[src/rtl/alu_result_fifo_if.sv]
// Handshake bundle between the ALU, the result FIFO and writeback.
// The slave side is the FIFO; the master side is producer plus consumer.
interface alu_result_fifo_if #(
    parameter int WIDTH = 4
);
    logic             in_valid;
    logic             in_ready;
    logic [4:0]       in_uc;
    logic [WIDTH-1:0] in_result;
    logic             in_n;
    logic             in_z;
    logic             in_c;
    logic             in_v;
    logic             out_valid;
    logic             out_ready;
    logic [WIDTH-1:0] out_result;
    logic [3:0]       out_nzcv;
    logic [4:0]       out_uc;

    modport master (
        output in_valid, in_uc, in_result,
        output in_n, in_z, in_c, in_v,
        output out_ready,
        input  in_ready, out_valid,
        input  out_result, out_nzcv, out_uc
    );

    modport slave (
        input  in_valid, in_uc, in_result,
        input  in_n, in_z, in_c, in_v,
        input  out_ready,
        output in_ready, out_valid,
        output out_result, out_nzcv, out_uc
    );
endinterface

[src/rtl/alu_result_fifo.sv]
// ALU result/flag FIFO feeding writeback; also owns the NZCV register
// and the sticky overflow / illegal-op-code bits.
module alu_result_fifo #(
    parameter int WIDTH = 4,
    parameter int DEPTH = 4
) (
    input  logic                   clk,
    input  logic                   rst,
    alu_result_fifo_if.slave       bus,
    input  logic                   clr_sticky,
    output logic [3:0]             nzcv,
    output logic                   v_sticky,
    output logic                   err_sticky,
    output logic [$clog2(DEPTH):0] count
);
    localparam int AW = $clog2(DEPTH);
    localparam int CW = AW + 1;
    localparam logic [CW-1:0] FULL = CW'(DEPTH);

    logic [WIDTH-1:0] r_res   [DEPTH];
    logic [3:0]       r_flags [DEPTH];
    logic [4:0]       r_uc    [DEPTH];
    logic [AW-1:0]    r_wr_ptr;
    logic [AW-1:0]    r_rd_ptr;
    logic [CW-1:0]    r_count;
    logic [3:0]       r_nzcv;
    logic             r_v_sticky;
    logic             r_err_sticky;

    logic             w_push;
    logic             w_pop;
    logic             w_legal;
    logic [3:0]       w_flags;

    // in_ready depends only on registered count, never on out_ready
    assign w_push  = bus.in_valid && (r_count != FULL);
    assign w_pop   = bus.out_ready && (r_count != '0);
    assign w_legal = bus.in_uc < 5'd5;
    assign w_flags = w_legal ?
                     {bus.in_n, bus.in_z, bus.in_c, bus.in_v} :
                     4'b0000;

    always_ff @(posedge clk or posedge rst) begin
        if (rst) begin
            for (int i = 0; i < DEPTH; i++) begin
                r_res[i]   <= '0;
                r_flags[i] <= '0;
                r_uc[i]    <= '0;
            end
        end else if (w_push) begin
            r_res[r_wr_ptr]   <= bus.in_result;
            r_flags[r_wr_ptr] <= w_flags;
            r_uc[r_wr_ptr]    <= bus.in_uc;
        end
    end

    always_ff @(posedge clk or posedge rst) begin
        if (rst) begin
            r_wr_ptr <= '0;
            r_rd_ptr <= '0;
            r_count  <= '0;
        end else begin
            if (w_push)
                r_wr_ptr <= r_wr_ptr + AW'(1);
            if (w_pop)
                r_rd_ptr <= r_rd_ptr + AW'(1);
            r_count <= r_count + CW'(w_push) - CW'(w_pop);
        end
    end

    // A set in the same cycle as a clear leaves the sticky bit at 1
    always_ff @(posedge clk or posedge rst) begin
        if (rst) begin
            r_nzcv       <= '0;
            r_v_sticky   <= 1'b0;
            r_err_sticky <= 1'b0;
        end else begin
            if (w_push && w_legal)
                r_nzcv <= w_flags;
            if (w_push && w_legal && bus.in_v)
                r_v_sticky <= 1'b1;
            else if (clr_sticky)
                r_v_sticky <= 1'b0;
            if (w_push && !w_legal)
                r_err_sticky <= 1'b1;
            else if (clr_sticky)
                r_err_sticky <= 1'b0;
        end
    end

    assign bus.in_ready   = (r_count != FULL);
    assign bus.out_valid  = (r_count != '0);
    assign bus.out_result = r_res[r_rd_ptr];
    assign bus.out_nzcv   = r_flags[r_rd_ptr];
    assign bus.out_uc     = r_uc[r_rd_ptr];
    assign nzcv           = r_nzcv;
    assign v_sticky       = r_v_sticky;
    assign err_sticky     = r_err_sticky;
    assign count          = r_count;
endmodule

[src/flat_wrapper.sv]
// flat-port wrapper written by rule: the top's interface ports become plain ports
module alu_result_fifo_flat 
#(
    parameter int WIDTH = 4,
    parameter int DEPTH = 4
)
  (clk, rst, clr_sticky, nzcv, v_sticky, err_sticky, count, bus_in_valid, bus_in_uc, bus_in_result, bus_in_n, bus_in_z, bus_in_c, bus_in_v, bus_out_ready, bus_in_ready, bus_out_valid, bus_out_result, bus_out_nzcv, bus_out_uc);
  alu_result_fifo_if #(.WIDTH(WIDTH)) bus_i ();
  input  logic clk;
  input  logic rst;
  input  logic clr_sticky;
  output logic [3:0] nzcv;
  output logic v_sticky;
  output logic err_sticky;
  output logic [$clog2(DEPTH):0] count;
  input wire logic [$bits(bus_i.in_valid)-1:0] bus_in_valid;
  input wire logic [$bits(bus_i.in_uc)-1:0] bus_in_uc;
  input wire logic [$bits(bus_i.in_result)-1:0] bus_in_result;
  input wire logic [$bits(bus_i.in_n)-1:0] bus_in_n;
  input wire logic [$bits(bus_i.in_z)-1:0] bus_in_z;
  input wire logic [$bits(bus_i.in_c)-1:0] bus_in_c;
  input wire logic [$bits(bus_i.in_v)-1:0] bus_in_v;
  input wire logic [$bits(bus_i.out_ready)-1:0] bus_out_ready;
  output wire logic [$bits(bus_i.in_ready)-1:0] bus_in_ready;
  output wire logic [$bits(bus_i.out_valid)-1:0] bus_out_valid;
  output wire logic [$bits(bus_i.out_result)-1:0] bus_out_result;
  output wire logic [$bits(bus_i.out_nzcv)-1:0] bus_out_nzcv;
  output wire logic [$bits(bus_i.out_uc)-1:0] bus_out_uc;
  assign bus_i.in_valid = bus_in_valid;
  assign bus_i.in_uc = bus_in_uc;
  assign bus_i.in_result = bus_in_result;
  assign bus_i.in_n = bus_in_n;
  assign bus_i.in_z = bus_in_z;
  assign bus_i.in_c = bus_in_c;
  assign bus_i.in_v = bus_in_v;
  assign bus_i.out_ready = bus_out_ready;
  assign bus_in_ready = bus_i.in_ready;
  assign bus_out_valid = bus_i.out_valid;
  assign bus_out_result = bus_i.out_result;
  assign bus_out_nzcv = bus_i.out_nzcv;
  assign bus_out_uc = bus_i.out_uc;
  alu_result_fifo #(.WIDTH(WIDTH), .DEPTH(DEPTH)) u_core (.clk(clk), .rst(rst), .bus(bus_i), .clr_sticky(clr_sticky), .nzcv(nzcv), .v_sticky(v_sticky), .err_sticky(err_sticky), .count(count));
endmodule
[config.mk]
export PLATFORM = sky130hd
export DESIGN_NAME = alu_result_fifo_flat
export DESIGN_NICKNAME = d
export VERILOG_FILES = /design/src/rtl/alu_result_fifo_if.sv /design/src/rtl/alu_result_fifo.sv /design/src/flat_wrapper.sv
export SDC_FILE = /design/constraint.sdc
export NUM_CORES = 1
export LEC_CHECK = 0
export ABC_AREA = 1
export BUFFER_PORTS_ARGS = -buffer_cell sky130_fd_sc_hd__buf_4
export CORE_MARGIN = 5
export CORE_UTILIZATION = 60
export CTS_CLUSTER_DIAMETER = 80
export CTS_CLUSTER_SIZE = 10
export DETAILED_ROUTE_END_ITERATION = 10
export PLACE_DENSITY = 0.81
export SLEW_MARGIN = 30
export SYNTH_ARGS = -nofsm -noshare
export SYNTH_HDL_FRONTEND = slang
export SYNTH_SLANG_ARGS = --single-unit
[constraint.sdc]
create_clock -name clk -period 4.1 [get_ports clk]
set_input_delay 0.82 -clock clk [delete_from_list [all_inputs] [get_ports clk]]
set_output_delay 0.82 -clock clk [all_outputs]
set_load 0.02 [all_outputs]
**Yosys cells after proc, flatten, opt, wreduce, memory -nomap -nowiden**

Index checks and enable logic that the tools add are counted.

- Register bits after elaboration: 65

- Add/sub/neg operators: 4
- Order comparisons: 4
- Eq/ne operators: 1
- Muxes and demuxes: 20
- Bitwise gates (word level): 2
- Reduce and logical (&&, ||, !) cells: 10

Operators with widths:

| operator | count |
|---|---|
| bitwise mux 16 bit | 2 |
| two-way mux 4 bit | 6 |
| bitwise mux 20 bit | 1 |
| binary-select mux 4 bit (select 2 bit) | 2 |
| two-way mux 5 bit | 3 |
| binary-select mux 5 bit (select 2 bit) | 1 |
| demux 5 bit (select 2 bit) | 1 |
| demux 4 bit (select 2 bit) | 1 |
| >= comparator 3 bit, second input constant | 2 |
| logical AND 1 bit | 6 |
| inverter 2 -> 3 bit | 2 |
| less-than comparator 5 x 3 -> 1 bit, second input constant | 1 |
| adder 2 x 1 -> 2 bit, second input constant | 2 |
| nonzero test 2 bit | 2 |
| adder 3 x 1 -> 3 bit | 1 |
| less-than comparator 3 x 1 -> 1 bit, second input constant | 1 |
| two-way mux 1 bit | 3 |
| != test 3 bit, second input constant | 1 |
| nonzero test 3 bit | 1 |
| subtractor 3 x 1 -> 3 bit | 1 |
| logical NOT 1 bit | 1 |

**Logic depth before layout (Yosys ltp)**

Gate-level depths: netlist of the first run.

- Depth after elaboration: 6
- Gate-level depth with buffers: 9
- Depth with buffers taken out: 9

**Worst setup path after synthesis of the first run**

No wires, ideal clock.

- Kind: reg2reg
- From: register u_core.r_count[1], in the netlist u_core.count[1]
- To: register u_core.r_count[2], in the netlist u_core.count[2]
- Setup time: 0.129 ns
- Data arrival time: 2.156 ns
- Slack: 1.815 ns
- Cell stages (with the launch flop): 10
- Path buffers: 0
- Clock period less this slack: 2.285 ns
- Cells stage by stage: dfrtp_1 -> nor2_2 -> nand2_1 -> nand2_1 -> inv_1 -> ha_1 -> inv_1 -> ha_1 -> fa_1 -> xor2_1

- Elaborated cells on any way between the ends: 6

RTL lines:

| item | line | text |
|---|---|---|
| start: declaration | alu_result_fifo.sv:25 | `logic [CW-1:0] r_count;` |
| start signal: assignment | alu_result_fifo.sv:67 | `r_count <= r_count + CW'(w_push) - CW'(w_pop);` |
| nonzero test 3 bit | -- |  |
| via bus_out_valid | flat_wrapper.sv:25 | `output wire logic [$bits(bus_i.out_valid)-1:0] bus_out_valid;` |
| logical AND 1 bit | alu_result_fifo.sv:37 | `assign w_pop = bus.out_ready && (r_count != '0);` |
| via u_core.w_pop | alu_result_fifo.sv:31 | `logic w_pop;` |
| subtractor 3 x 1 -> 3 bit | alu_result_fifo.sv:67 |  |

The timed path passes the listed nets, and every way through them passes these cells.
A chain may end at the register's enable or synchronous reset.

**Worst setup path after layout of the first run**

- From: register u_core.r_rd_ptr[0]
- To: output bus_out_nzcv[3]

- Cells in the longest elaborated chain, start to end: 4

RTL lines:

| item | line | text |
|---|---|---|
| start: declaration | alu_result_fifo.sv:24 | `logic [AW-1:0] r_rd_ptr;` |
| start signal: assignment | alu_result_fifo.sv:66 | `r_rd_ptr <= r_rd_ptr + AW'(1);` |
| inverter 2 -> 3 bit (not written as such) | alu_result_fifo.sv:94 | `assign bus.out_nzcv = r_flags[r_rd_ptr];` |
| binary-select mux 4 bit (select 2 bit) | alu_result_fifo.sv:94 |  |
| two-way mux 4 bit (not written as such) (2 in series) | alu_result_fifo.sv:94 |  |
| end: declaration | flat_wrapper.sv:27 | `output wire logic [$bits(bus_i.out_nzcv)-1:0] bus_out_nzcv;` |

Every way passes these cells. The select of a mux whose other input is x is not followed.

==> results of run 1 <==
[per-layer routing]
metal,GRT usage (%),part of all wire (%)
met5,0,0
met2,38.66,48
met4,9.628,1.6
met1,27.26,44
met3,5.381,6.1
[path summary, 6_finish.rpt]
kind | slack, ns | cells after the start | end | from
worst max-delay path | 0.92 | 5 | bus_out_nzcv[3] | u_core.r_rd_ptr[0]
max in group asynchronous | 2.78 | 3 | u_core.r_res[13] | rst
worst min-delay path | 0.48 | 2 | u_core.nzcv[3] | u_core.nzcv[3]
worst min register to register | 0.48 | 2 | u_core.nzcv[3] | u_core.nzcv[3]
min in group asynchronous | 0.58 | 2 | u_core.count[1] | rst
worst max register to register | 1.90 | 9 | u_core.count[2] | u_core.count[1]
[logic make-up (layout without fill, tap and decap cells)]
logic type               after synthesis  count (layout)
XOR/XNOR                               4               4
flip-flops                            65              65
AO/OA/AOI/OAI                         96              96
buffers and inverters                 38              82
adder cells (fa/ha/maj)                7               7
AND/OR/NAND/NOR                      114             114
[metrics by stage]
step | hold slack, ns | utilization (%) | cell area, um^2
after floorplan | 0.4478 | - | 2955
after global placement | 0.4610 | 68.34 | 3249
after detailed placement | 0.4658 | 68.34 | 3249
after CTS | 0.4832 | 72.03 | 3425
after global routing | 0.4971 | 72.05 | 3426
final | 0.4783 | 72.05 | 3426
[layout make-up]
cell class | count | area share (%)
Timing Repair Buffer | 43 | 9.423
Multi-Input combinational cell | 221 | 32.98
Clock inverter | 2 | 0.3652
Tap cell | 67 | 2.447
Clock buffer | 14 | 4.748
Sequential cell | 65 | 47.48
Inverter | 23 | 2.557
[tightest hold or removal path, delay by kind of cell, from the launching register on]
kind	cells	cell delay, ns
flops	1	0.35
simple gates	2	0.10
[power groups by stage]
stage / sequential (uW) / clock (uW) / combinational, uW
floorplan: 1090 / 0 / 880
global placement: 1090 / 0 / 1240
detailed placement: 1100 / 0 / 1280
CTS: 1090 / 495 / 1290
global route: 1130 / 528 / 1430
finish: 1100 / 493 / 1280
[state kept, by name, summed over array words and instances, names as in the netlist]
register,flops
u_core.r_flags,16
u_core.err_sticky,1
u_core.r_res,16
u_core.r_rd_ptr,2
u_core.nzcv,4
u_core.v_sticky,1
u_core.count,3
u_core.r_wr_ptr,2
u_core.r_uc,20
[cells in the final DEF, fill, tap and decap left out]
master | netlist | layout
a21oi_4 | 1 | 1
buf_4 | 2 | 43
clkbuf_1 | 4 | 3
clkbuf_8 | 0 | 11
clkinv_1 | 1 | 1
clkinv_2 | 0 | 2
clkinvlp_4 | 0 | 1
dfrtp_1 | 65 | 65
fa_1 | 1 | 1
ha_1 | 6 | 6
inv_1 | 22 | 21
nand2_1 | 68 | 68
nand2_2 | 1 | 1
nand2_4 | 1 | 1
nand3_1 | 9 | 9
nand3_2 | 2 | 2
nand3_4 | 2 | 2
nor2_1 | 30 | 30
nor2_2 | 1 | 1
o21ai_0 | 80 | 80
o21ai_1 | 2 | 2
o22ai_1 | 13 | 13
xnor2_1 | 1 | 1
xor2_1 | 3 | 3
==> results summary, run 1 <==
The combinational family with the most area after synthesis is compound AO/OA/AOI/OAI gates. The area growth from synthesis to layout came out at 15.92%. The startpoint type of the worst setup path is a register.

Of the total synthesized cell area, the portion taken by XOR and XNOR cells is 1.185%. Setup repair after global routing left no endpoint under its margin. The number of buffers and inverters on the critical path is 3. The clock network is responsible for 17.2% of the overall power.

The core area is 0.004755 mm^2. The depth of the CTS H-tree came out at 3. The synthesized cell area is 0.002955 mm^2. The type of the tightest min-delay check is reg2reg. Among all flip-flop cells after synthesis, the most frequent one is dfrtp_1. The die height came out at 80.18 um. By startpoint and endpoint, the worst setup path is classified as reg2out. The number of detailed-route iterations in the first pass is 5. The count of pins over their slew limit came out at 0. The starting DRC count in detailed routing came out at 133. The mean routed wirelength per cell came out at 14.55 um. Among the stages of the critical path, the cell type that occurs most often is buf_4. The clock arrives with 0.009445 ns of skew. The global-route total usage across every layer came out at 22.64%. The warning count from the yosys run is 0. The layout has around 390 filler cells. The maximum count of clock buffers along a single path is 2. The arrival time of data at the critical path endpoint came out at between 2 and 2.5 ns. Summed over all failing endpoints, the final setup total negative slack is 0 ns. The cell type contributing the most total cell area after synthesis is dfrtp_1. In this run the post-CTS setup repair buffer count came out at 0. The detailed placer's ending HPWL is 4.149 mm.

In the post-synthesis netlist, the biggest area contributors are dfrtp_1, o21ai_0, nand2_1. The routed wire length came out at 6.329 mm. The logic gate share of total power is between 40% and 50%. In the final layout, flip-flops and latches occupy 0.001627 mm^2. The number of register bits inferred by synthesis came out at 65. The floorplan die width is 80.18 um. The synthesized netlist devotes between 10% and 20% of its cell area to compound gates. The mean cell area of the mapped netlist came out at 9.121 um^2. The cell count after synthesis is between 300 and 400. The post-layout net count came out at 388.

Buffers inserted to repair hold after CTS numbered 0. The number of diodes added for antenna fixing came out at 0. For the worst-skew pair, the clock arrives at the later sink with an insertion delay of roughly 0.34 ns.

The run finished with clean final reports. CTS placed an instance of clkbuf_8 at the clock tree root. The timing-limited maximum frequency came out at approximately 0.31 GHz. Ranked by instance count, the synthesized netlist is headed by o21ai_0, nand2_1, dfrtp_1. The count of nets left with antenna violations after detail routing is 0. The number of placed instances with taps included came out at 419. In this run, synthesis inferred 0 flip-flops with an integrated enable. The post-cts gate resize count came out at 0. The part of the Yosys area used for sequential elements came out at a little under three fifths. The setup slack after placement came out at 1.366 ns. In the routed layout, each cell is associated on average with a via count of 5.499. The multiplexer area fraction after synthesis is 0%. The total number of vias is 2392.

The post-route minimum period is 3.176 ns. The signal on the critical path passes through buf_4, clkinv_1, o21ai_0, o22ai_1, buf_4. The fraction of registers with async set/reset came out at between 90% and 100%. 42 I/O pins were placed. The number of cells in the finished layout apart from fillers is 435. The number of setup violations in the final report came out at 0. Buffers inserted during clock tree synthesis total 9.

The count of input and output buffers is just over 40. The fraction of layout instances using a drive strength above 1 is 17.66%. The initial antenna violation count came out at 0. TritonCTS built the clock tree. The top-area cell type share of the netlist area is 55.04%. The largest net degree at the start of global routing is 45. The full die area came out at 0.006429 mm^2. The critical path's slowest cell is clkinv_1. The number of max-cap violations came out at 0. For the worst setup path, the data required time is 3.28 ns. The most common cell in the synthesized netlist is o21ai_0.

On the worst path, the slowest cell contributes a delay of 0.63 ns. Summing internal, switching and leakage power gives 2867 uW. Of the total power, the share spent switching nets is 42.10%. The share of total power dissipated in sequential elements is 38.3%.

The cell row count is 25. The count of distinct cell types in the synthesized netlist came out at 23. The ratio of final minimum period to clock period is between 70% and 80%.

The net count of the mapped netlist is around 350. The post-CTS clock slew at the launch and capture registers of the worst setup and hold paths is 0.07 ns. The routability-driven placement congestion ratio came out at 0.7655. The maximum resistive drop on vdd is 0.0004139 V.

The fraction of the mapped netlist area in adder cells is 3.218%. Measured against its own limit, the worst slew margin works out to 51.52%. Summing all multi-input logic gate instances after layout gives 0.001130 mm^2. The kind of cell with the highest combined delay along the critical path is buffers and inverters. The transition time of the tightest slew-check pin is 0.7264 ns. STA classifies the critical path endpoint as an output pin. The internal power is 1660 uW. The total leakage power is 0.001678 uW. The total overflow reported by the global router came out at 0.

The final routed DRC violation total came out at 0. The first global-routing pass estimated 11.28 mm of wire. The number of sinks handled by clock tree synthesis came out at 65. Setup slack on the critical path of the routed design comes to 0.9240 ns. The cell area power density came out at 836.8 mW/mm^2. Summing the areas of all and, or, nand and nor instances in the mapped netlist gives 16.64% of the synthesized area. The initial standard-cell utilization of the core is 62.16%. The number of hold-slack violations in the final timing report came out at 0. The analysis attributes to net switching a power of ~1200 uW. The largest fanout on the critical path is 28. The via count of the first global-routing pass is 2501.
Note: power is estimated with default switching activity, not from simulation.
==> inputs of run 2 (changes only) <==
CORE_UTILIZATION = 51   (was 60)
PLACE_DENSITY = 0.73   (was 0.81)
clock period = 2.8 ns   (was 4.1 ns; I/O delays follow)
==> run 2 against run 1 <==
Compared with the run above:
- routed wire length grew 1.4%
- clock power grew 57%
- worst setup slack lost 0.44 ns
- clock skew shrank 0.0024 ns
- non-clock buffer count grew 2
- register-to-register slack lost 1.3 ns
- power grew 49%
- worst hold slack lost 0.19 ns
- via count shrank 3.3%
- design area grew 1.4%
- final cell count grew 1.6%
- global-route usage shrank 3.9 points
==> results summary, run 2 (synthesis results as in run 1) <==
The flow ran to the end, and the final reports show no timing, DRC or antenna violations. The required time at the worst-slack endpoint is 2.24 ns. The final clock skew came out at roughly 0.0070 ns. The floorplan die width came out at 86.13 um. The number of max-cap violations came out at 0. STA classifies the critical path endpoint as an output pin. The area growth from synthesis to layout is 17.49%. Counting flops per register, the top entry is u_core.r_uc. The routed wire length came out at 6.418 mm. The worst setup path endpoint is bus_out_uc[2].

Hold is met by 0.2850 ns. The routability-driven placement congestion ratio is 0.7429. The number of hold-slack violations in the final timing report came out at 0. The mean routed wirelength per cell came out at 14.52 um. The number of sinks handled by clock tree synthesis is 65.

The library cells used most frequently in the layout, excluding fill and tap cells, are o21ai_0, nand2_1, dfrtp_1, buf_4, nor2_1. The path class of the tightest hold or removal check is in2async. The source-to-sink clock delay at the later pin of the worst-skew pair came out at 0.34 ns. The total number of vias came out at 2312. For this design the static power due to leakage is roughly 0.0017 uW. For this design, the CTS-stage hold fixing added 0 buffers. The number of flip-flops under the largest register name is 20. The global-route total usage across every layer came out at 18.73%. The startpoint identified for the worst register-to-register timing path is u_core.count[1]. The most numerous cell type found on the critical path is buf_4. TritonCTS built the clock tree. The most critical setup path has its startpoint at u_core.r_rd_ptr[0]. The internal reg-to-reg setup slack came out at 0.63 ns.

The post-route minimum period is about 2.3 ns. The post-CTS clock slew at the launch and capture registers of the worst setup and hold paths is 0.07 ns. The transition time of the tightest slew-check pin came out at between 0.5 and 0.6 ns.

The wire length of the first global-routing pass is 10.78 mm. Setup repair after global routing left no endpoint under its margin. The number of buffers and inverters on the critical path is 3. Setup violations remaining at the end of the flow were counted as 0.

The largest registers in the layout are u_core.r_uc: 20 flops, u_core.r_flags: 16 flops, u_core.r_res: 16 flops. In this run the clock root is driven by a clkbuf_8. Entering global routing, the biggest net connects 40 pins. The timing-limited maximum frequency is around 0.43 GHz. From bottom edge to top edge, the die measures 86.13 um. At the end of the flow, the number of nets in the layout was 390. The depth of the CTS H-tree is 3.

The number of buffers created by CTS is 9. The count of pins over their slew limit is 0. The floorplan step defined a core boundary enclosing 0.005574 mm^2.

In the routed design, unresolved DRC markers number 0. The worst pin sits at a relative slew slack of between 60% and 70%. In this run the number of cells on the critical path is 5.

The cell area power density came out at 1231 mW/mm^2. The number of diodes added for antenna fixing came out at 0. Walking the worst path, the cells encountered are clkinv_1, buf_4, o21ai_0, o22ai_1, buf_4. The largest fanout on the critical path is 28.

The initial antenna violation count was 0. The fill cell instance count of the final layout came out at 499. The count of nets left with antenna violations after detail routing came out at 0. The worst-case IR drop observed on VDD is approximately 0.0006 V. The full die area came out at 0.007418 mm^2.

The most common cell after layout, fill and taps aside is o21ai_0. In this run the core area contains 27 standard-cell rows. The end of the worst register-to-register path is u_core.count[2]. The number of setup buffers added after CTS is 0. Among all stages on the critical path, the largest delay is contributed by dfrtp_1. The arrival time of data at the critical path endpoint came out at 1.76 ns. The number of cells traversed by the worst register-to-register path came out at 9.

The total overflow reported by the global router came out at 0. The number of detailed-route iterations in the first pass is 4. The worst setup path is launched from a register. The fraction of layout instances using a drive strength above 1 came out at between 10% and 20%. The post-cts gate resize count came out at 0. The via count of the first global-routing pass is 2288. The detailed placer's ending HPWL came out at 4.177 mm.

The post-route setup TNS is 0 ns. The largest single stage delay on the critical path is around 0.58 ns. The I/O pin count came out at 42. The starting DRC count in detailed routing came out at between 150 and 200. The via count normalized by instance count came out at 5.231. The count of input and output buffers came out at 41. The maximum count of clock buffers along a single path is 2.

On the critical path the largest part of the delay comes from flip-flops. The initial standard-cell utilization of the core is a little over half. The critical path is of the reg2out type. The ratio of final minimum period to clock period is a little over 80%.
## run 2: area by class of cell
type	count	area [um^2]	area share [%]
flip-flops and latches	65	1627	46.85
multi-input cells	221	1130	32.54
repair buffers	45	350.3	10.09
clock buffers	13	148.9	4.288
well taps	72	90.09	2.595
inverters	23	86.33	2.486
clock inverters	3	40.04	1.153
## run 2: worst min-delay path by stage
stage | startpoint | to | slack (ns) | cells after the start
3_5_place_dp | u_core.nzcv[0] | u_core.nzcv[0] | 0.46 | 2
4_1_cts | rst | u_core.r_res[1] | 0.30 | 2
2_1_floorplan | u_core.r_flags[4] | u_core.r_flags[4] | 0.45 | 2
3_3_place_gp | u_core.nzcv[0] | u_core.nzcv[0] | 0.46 | 2
5_1_grt | rst | u_core.r_rd_ptr[0] | 0.34 | 2
6_report | rst | u_core.r_rd_ptr[0] | 0.28 | 2
## run 2: per-layer routing
layer / share of wire [%] / vias to the layer above / track usage (%)
met2: 49 / 55 / 29.92
met5: 0 / - / 0
met4: 0.98 / 0 / 7.194
met1: 45 / 1096 / 24.13
li1: - / 1154 / -
met3: 5.7 / 7 / 5.283
## run 2: worst reg2reg max path, stage by stage, from the launching register on
cell	delay, ns
dfrtp_1	0.43
nor2_2	0.26
nand2_1	0.11
nand2_1	0.13
inv_1	0.07
ha_1	0.28
inv_1	0.04
ha_1	0.20
fa_1	0.37
xor2_1	0.17
## run 2: stage by stage
stage / worst slack, ns / cells / total power [uW] / area [um^2] / utilization, %
after floorplan: 0.5152 / 324 / 2880 / 2955 / -
after global placement: 0.7270 / 426 / 3463 / 3283 / 58.90
after detailed placement: 0.6247 / 426 / 3523 / 3283 / 58.90
after CTS: 0.4893 / 442 / 4308 / 3472 / 62.29
after global routing: 0.3396 / 442 / 4607 / 3472 / 62.29
final: 0.4830 / 442 / 4274 / 3472 / 62.29
## run 2: power breakdown
part | leakage [uW] | internal [uW] | total [uW] | switching, uW
Sequential | 0.000829 | 1340 | 1590 | 245
Clock | 0.0000974 | 434 | 773 | 339
Combinational | 0.000777 | 744 | 1920 | 1170
==> inputs of run 3 (changes only) <==
CORE_UTILIZATION = 56   (was 51)
PLACE_DENSITY = 0.76   (was 0.73)
clock period = 2.17 ns   (was 2.8 ns; I/O delays follow)
==> run 3 against run 2 <==
Compared with the run above:
- via count rose by 3.4%
- routed wire length rose by 0.55%
- non-clock buffer count rose by 4
- critical endpoint is now bus_out_nzcv[0]
- largest cell class unchanged
==> results summary, run 3 (synthesis results as in run 1) <==
The global-route total usage across every layer came out at 21.29%. The initial standard-cell utilization of the core came out at 57.86%. Together, buffers and inverters on the worst path number 3.

TritonCTS built the clock tree. The count of input and output buffers is 41. VDD sags by at most 0.0008955 V.

The routability-driven placement congestion ratio came out at a little under 0.8. For this block, the via count after detailed routing is 2391. For this block, the initial DRC count from the detailed router was 244. The signal on the critical path passes through clkinvlp_4, buf_12, o21ai_0, o22ai_1, buf_4.

The cell area power density came out at about 1600 mW/mm^2. The library cells used most frequently in the layout, excluding fill and tap cells, are o21ai_0, nand2_1, dfrtp_1, buf_4, nor2_1. The met3 usage is 3.688%.

For this run, the top clock speed supported by timing is 0.4900 GHz. The most crowded layer after global routing is met2. The global routing met1 resource utilization is between 20% and 30%. The fraction of layout instances using a drive strength above 1 is between 10% and 20%. The most common cell after layout, fill and taps aside is o21ai_0. Among cell families on the critical path, the largest total delay comes from buffers and inverters.

The cell row count came out at 26. The number of diodes added for antenna fixing came out at 0. The cell chosen for the clock root is clkbuf_8. The number of flip-flops under the largest register name is 20.

The internal reg-to-reg setup slack is 0.14 ns. The largest net degree at the start of global routing came out at 66. In this run the critical register-to-register path is launched from u_core.count[1]. The number of hold-slack violations in the final timing report was 0.

The remaining max-slew budget at the tightest pin is 64.52%. The die covers 0.006830 mm^2. The worst path needs roughly 2.0 ns of the cycle, external delays included. Buffers inserted to repair hold after CTS numbered 0.

STA classifies the critical path endpoint as an output pin. The post-layout net count came out at 394. The largest register by flop count is u_core.r_uc.

The startpoint type of the worst setup path is a register. The required time at the worst-slack endpoint is about 1.7 ns. The fill cell instance count of the final layout is 426. The largest registers in the layout are u_core.r_uc: 20 flops, u_core.r_flags: 16 flops, u_core.r_res: 16 flops.

In the routed design, unresolved DRC markers number 0. The mean routed wirelength per cell is 14.53 um. The total overflow reported by the global router came out at 0. The ratio of final minimum period to clock period came out at 94.04%. The area growth from synthesis to layout is 19.86%.

The arrival time of data at the critical path endpoint is 1.61 ns. The via count of the first global-routing pass is approximately 2300. Setup repair after global routing left no endpoint under its margin. The floorplan die width came out at 82.65 um. The met2 track demand over resource came out at 35.50%.

The count of nets left with antenna violations after detail routing came out at 0. The number of detailed-route iterations in the first pass came out at 5. The maximum count of clock buffers along a single path came out at 2. The critical path's slowest cell is dfrtp_1. In this run the post-CTS setup repair buffer count came out at 0.

The area of all placed cells without fillers came out at around 0.0035 mm^2. In this run, post-CTS repair resized a total of 0 instances. The final clock skew is 0.005542 ns. The count of pins over their slew limit came out at 0.

Setup violations remaining at the end of the flow were counted as 0. The initial antenna violation count came to 0. The path class of the tightest hold or removal check is in2async. The number of cells traversed by the worst register-to-register path is 9. The I/O pin count came out at 42.

The run finished with clean final reports. Adding up every negative setup slack in the final design gives 0 ns. The minimum hold slack is approximately 0.16 ns. The routed wire length is 6.453 mm. The clock reaches the later pin of the worst-skew pair after 0.34 ns. The transition time of the tightest slew-check pin is 0.5316 ns. Detailed placement ended at an HPWL of 4.176 mm. The die height came out at around 83 um. The post-CTS clock slew at the launch and capture registers of the worst setup and hold paths is roughly 0.060 ns. The total leakage power came out at around 0.0017 uW.

The largest fanout on the critical path came out at 22. Clock tree synthesis inserted a total of 9 buffers. The first global-routing pass estimated 10.83 mm of wire. The core area came out at 0.005107 mm^2.

The H-tree was split into 3 levels. The number of sinks handled by clock tree synthesis is 65. In this design, the stage delay of the slowest critical-path cell is 0.39 ns. The via count normalized by instance count is 5.385. The end of the worst register-to-register path is u_core.count[2]. The placed cell area came out at 0.003331 mm^2. The category of the most critical setup path is reg2out. Across the run, the number of max-cap violations was 0.
-- run 3: cell count changes in the layout (fill, tap and decap cells not counted), sizes merged --
cell,previous run,this run
clkinvlp,0,1
buf,45,49
clkinv,3,1
clkbuf,13,14
-- run 3: worst reg2reg max path, cell delays in order (launching register included) --
cell and delay (ns):
dfrtp_1 0.46, nor2_4 0.15, nand2_2 0.05, nand2_1 0.10
inv_1 0.08, ha_1 0.28, inv_1 0.04, ha_1 0.20
fa_1 0.38, xor2_1 0.17
-- run 3: through the flow --
step	utilization, %	setup WS (ns)	total power (uW)	instances
after CTS	69.28	0.09257	5706	444
after detailed placement	65.21	0.1771	4636	428
after floorplan	-	0.02876	3731	324
final	69.35	0.1293	5689	444
after global routing	69.35	0.02181	6140	444
after global placement	65.21	0.2592	4559	428
-- run 3: power by group --
| group | leakage, uW | switching [uW] | total [uW] | internal [uW] |
|---|---|---|---|---|
| Clock | 0.000107 | 437 | 1060 | 624 |
| Sequential | 0.000829 | 310 | 2040 | 1730 |
| Combinational | 0.000801 | 1550 | 2590 | 1040 |
| Total | 0.00174 | 2300 | 5690 | 3390 |
-- run 3: per-layer routing --
metal	part of all wire [%]	vias up	wire length (um)
met5	0	-	0
met4	1.5	0	97
met3	5.4	9	351
met2	49	68	3143
met1	44	1151	2860
li1	-	1163	-
-- run 3: layout make-up --
type	instances	area [um^2]	share of cell area (%)
inverters	23	90.09	2.543
multi-input cells	221	1137	32.11
well taps	70	87.58	2.473
clock inverters	2	35.03	0.9890
repair buffers	49	392.9	11.09
clock buffers	14	172.7	4.875
flip-flops and latches	65	1627	45.92
-- run 3: how the worst max path moves through the flow --
stage	from	to	slack (ns)	cells after the start
floorplan	u_core.count[1]	u_core.count[2]	0.03	9
global placement	u_core.count[1]	u_core.count[2]	0.26	9
detailed placement	u_core.count[1]	u_core.count[2]	0.18	9
CTS	u_core.r_rd_ptr[0]	bus_out_nzcv[0]	0.09	5
global route	u_core.count[1]	u_core.count[2]	0.02	9
finish	u_core.r_rd_ptr[0]	bus_out_nzcv[0]	0.13	5
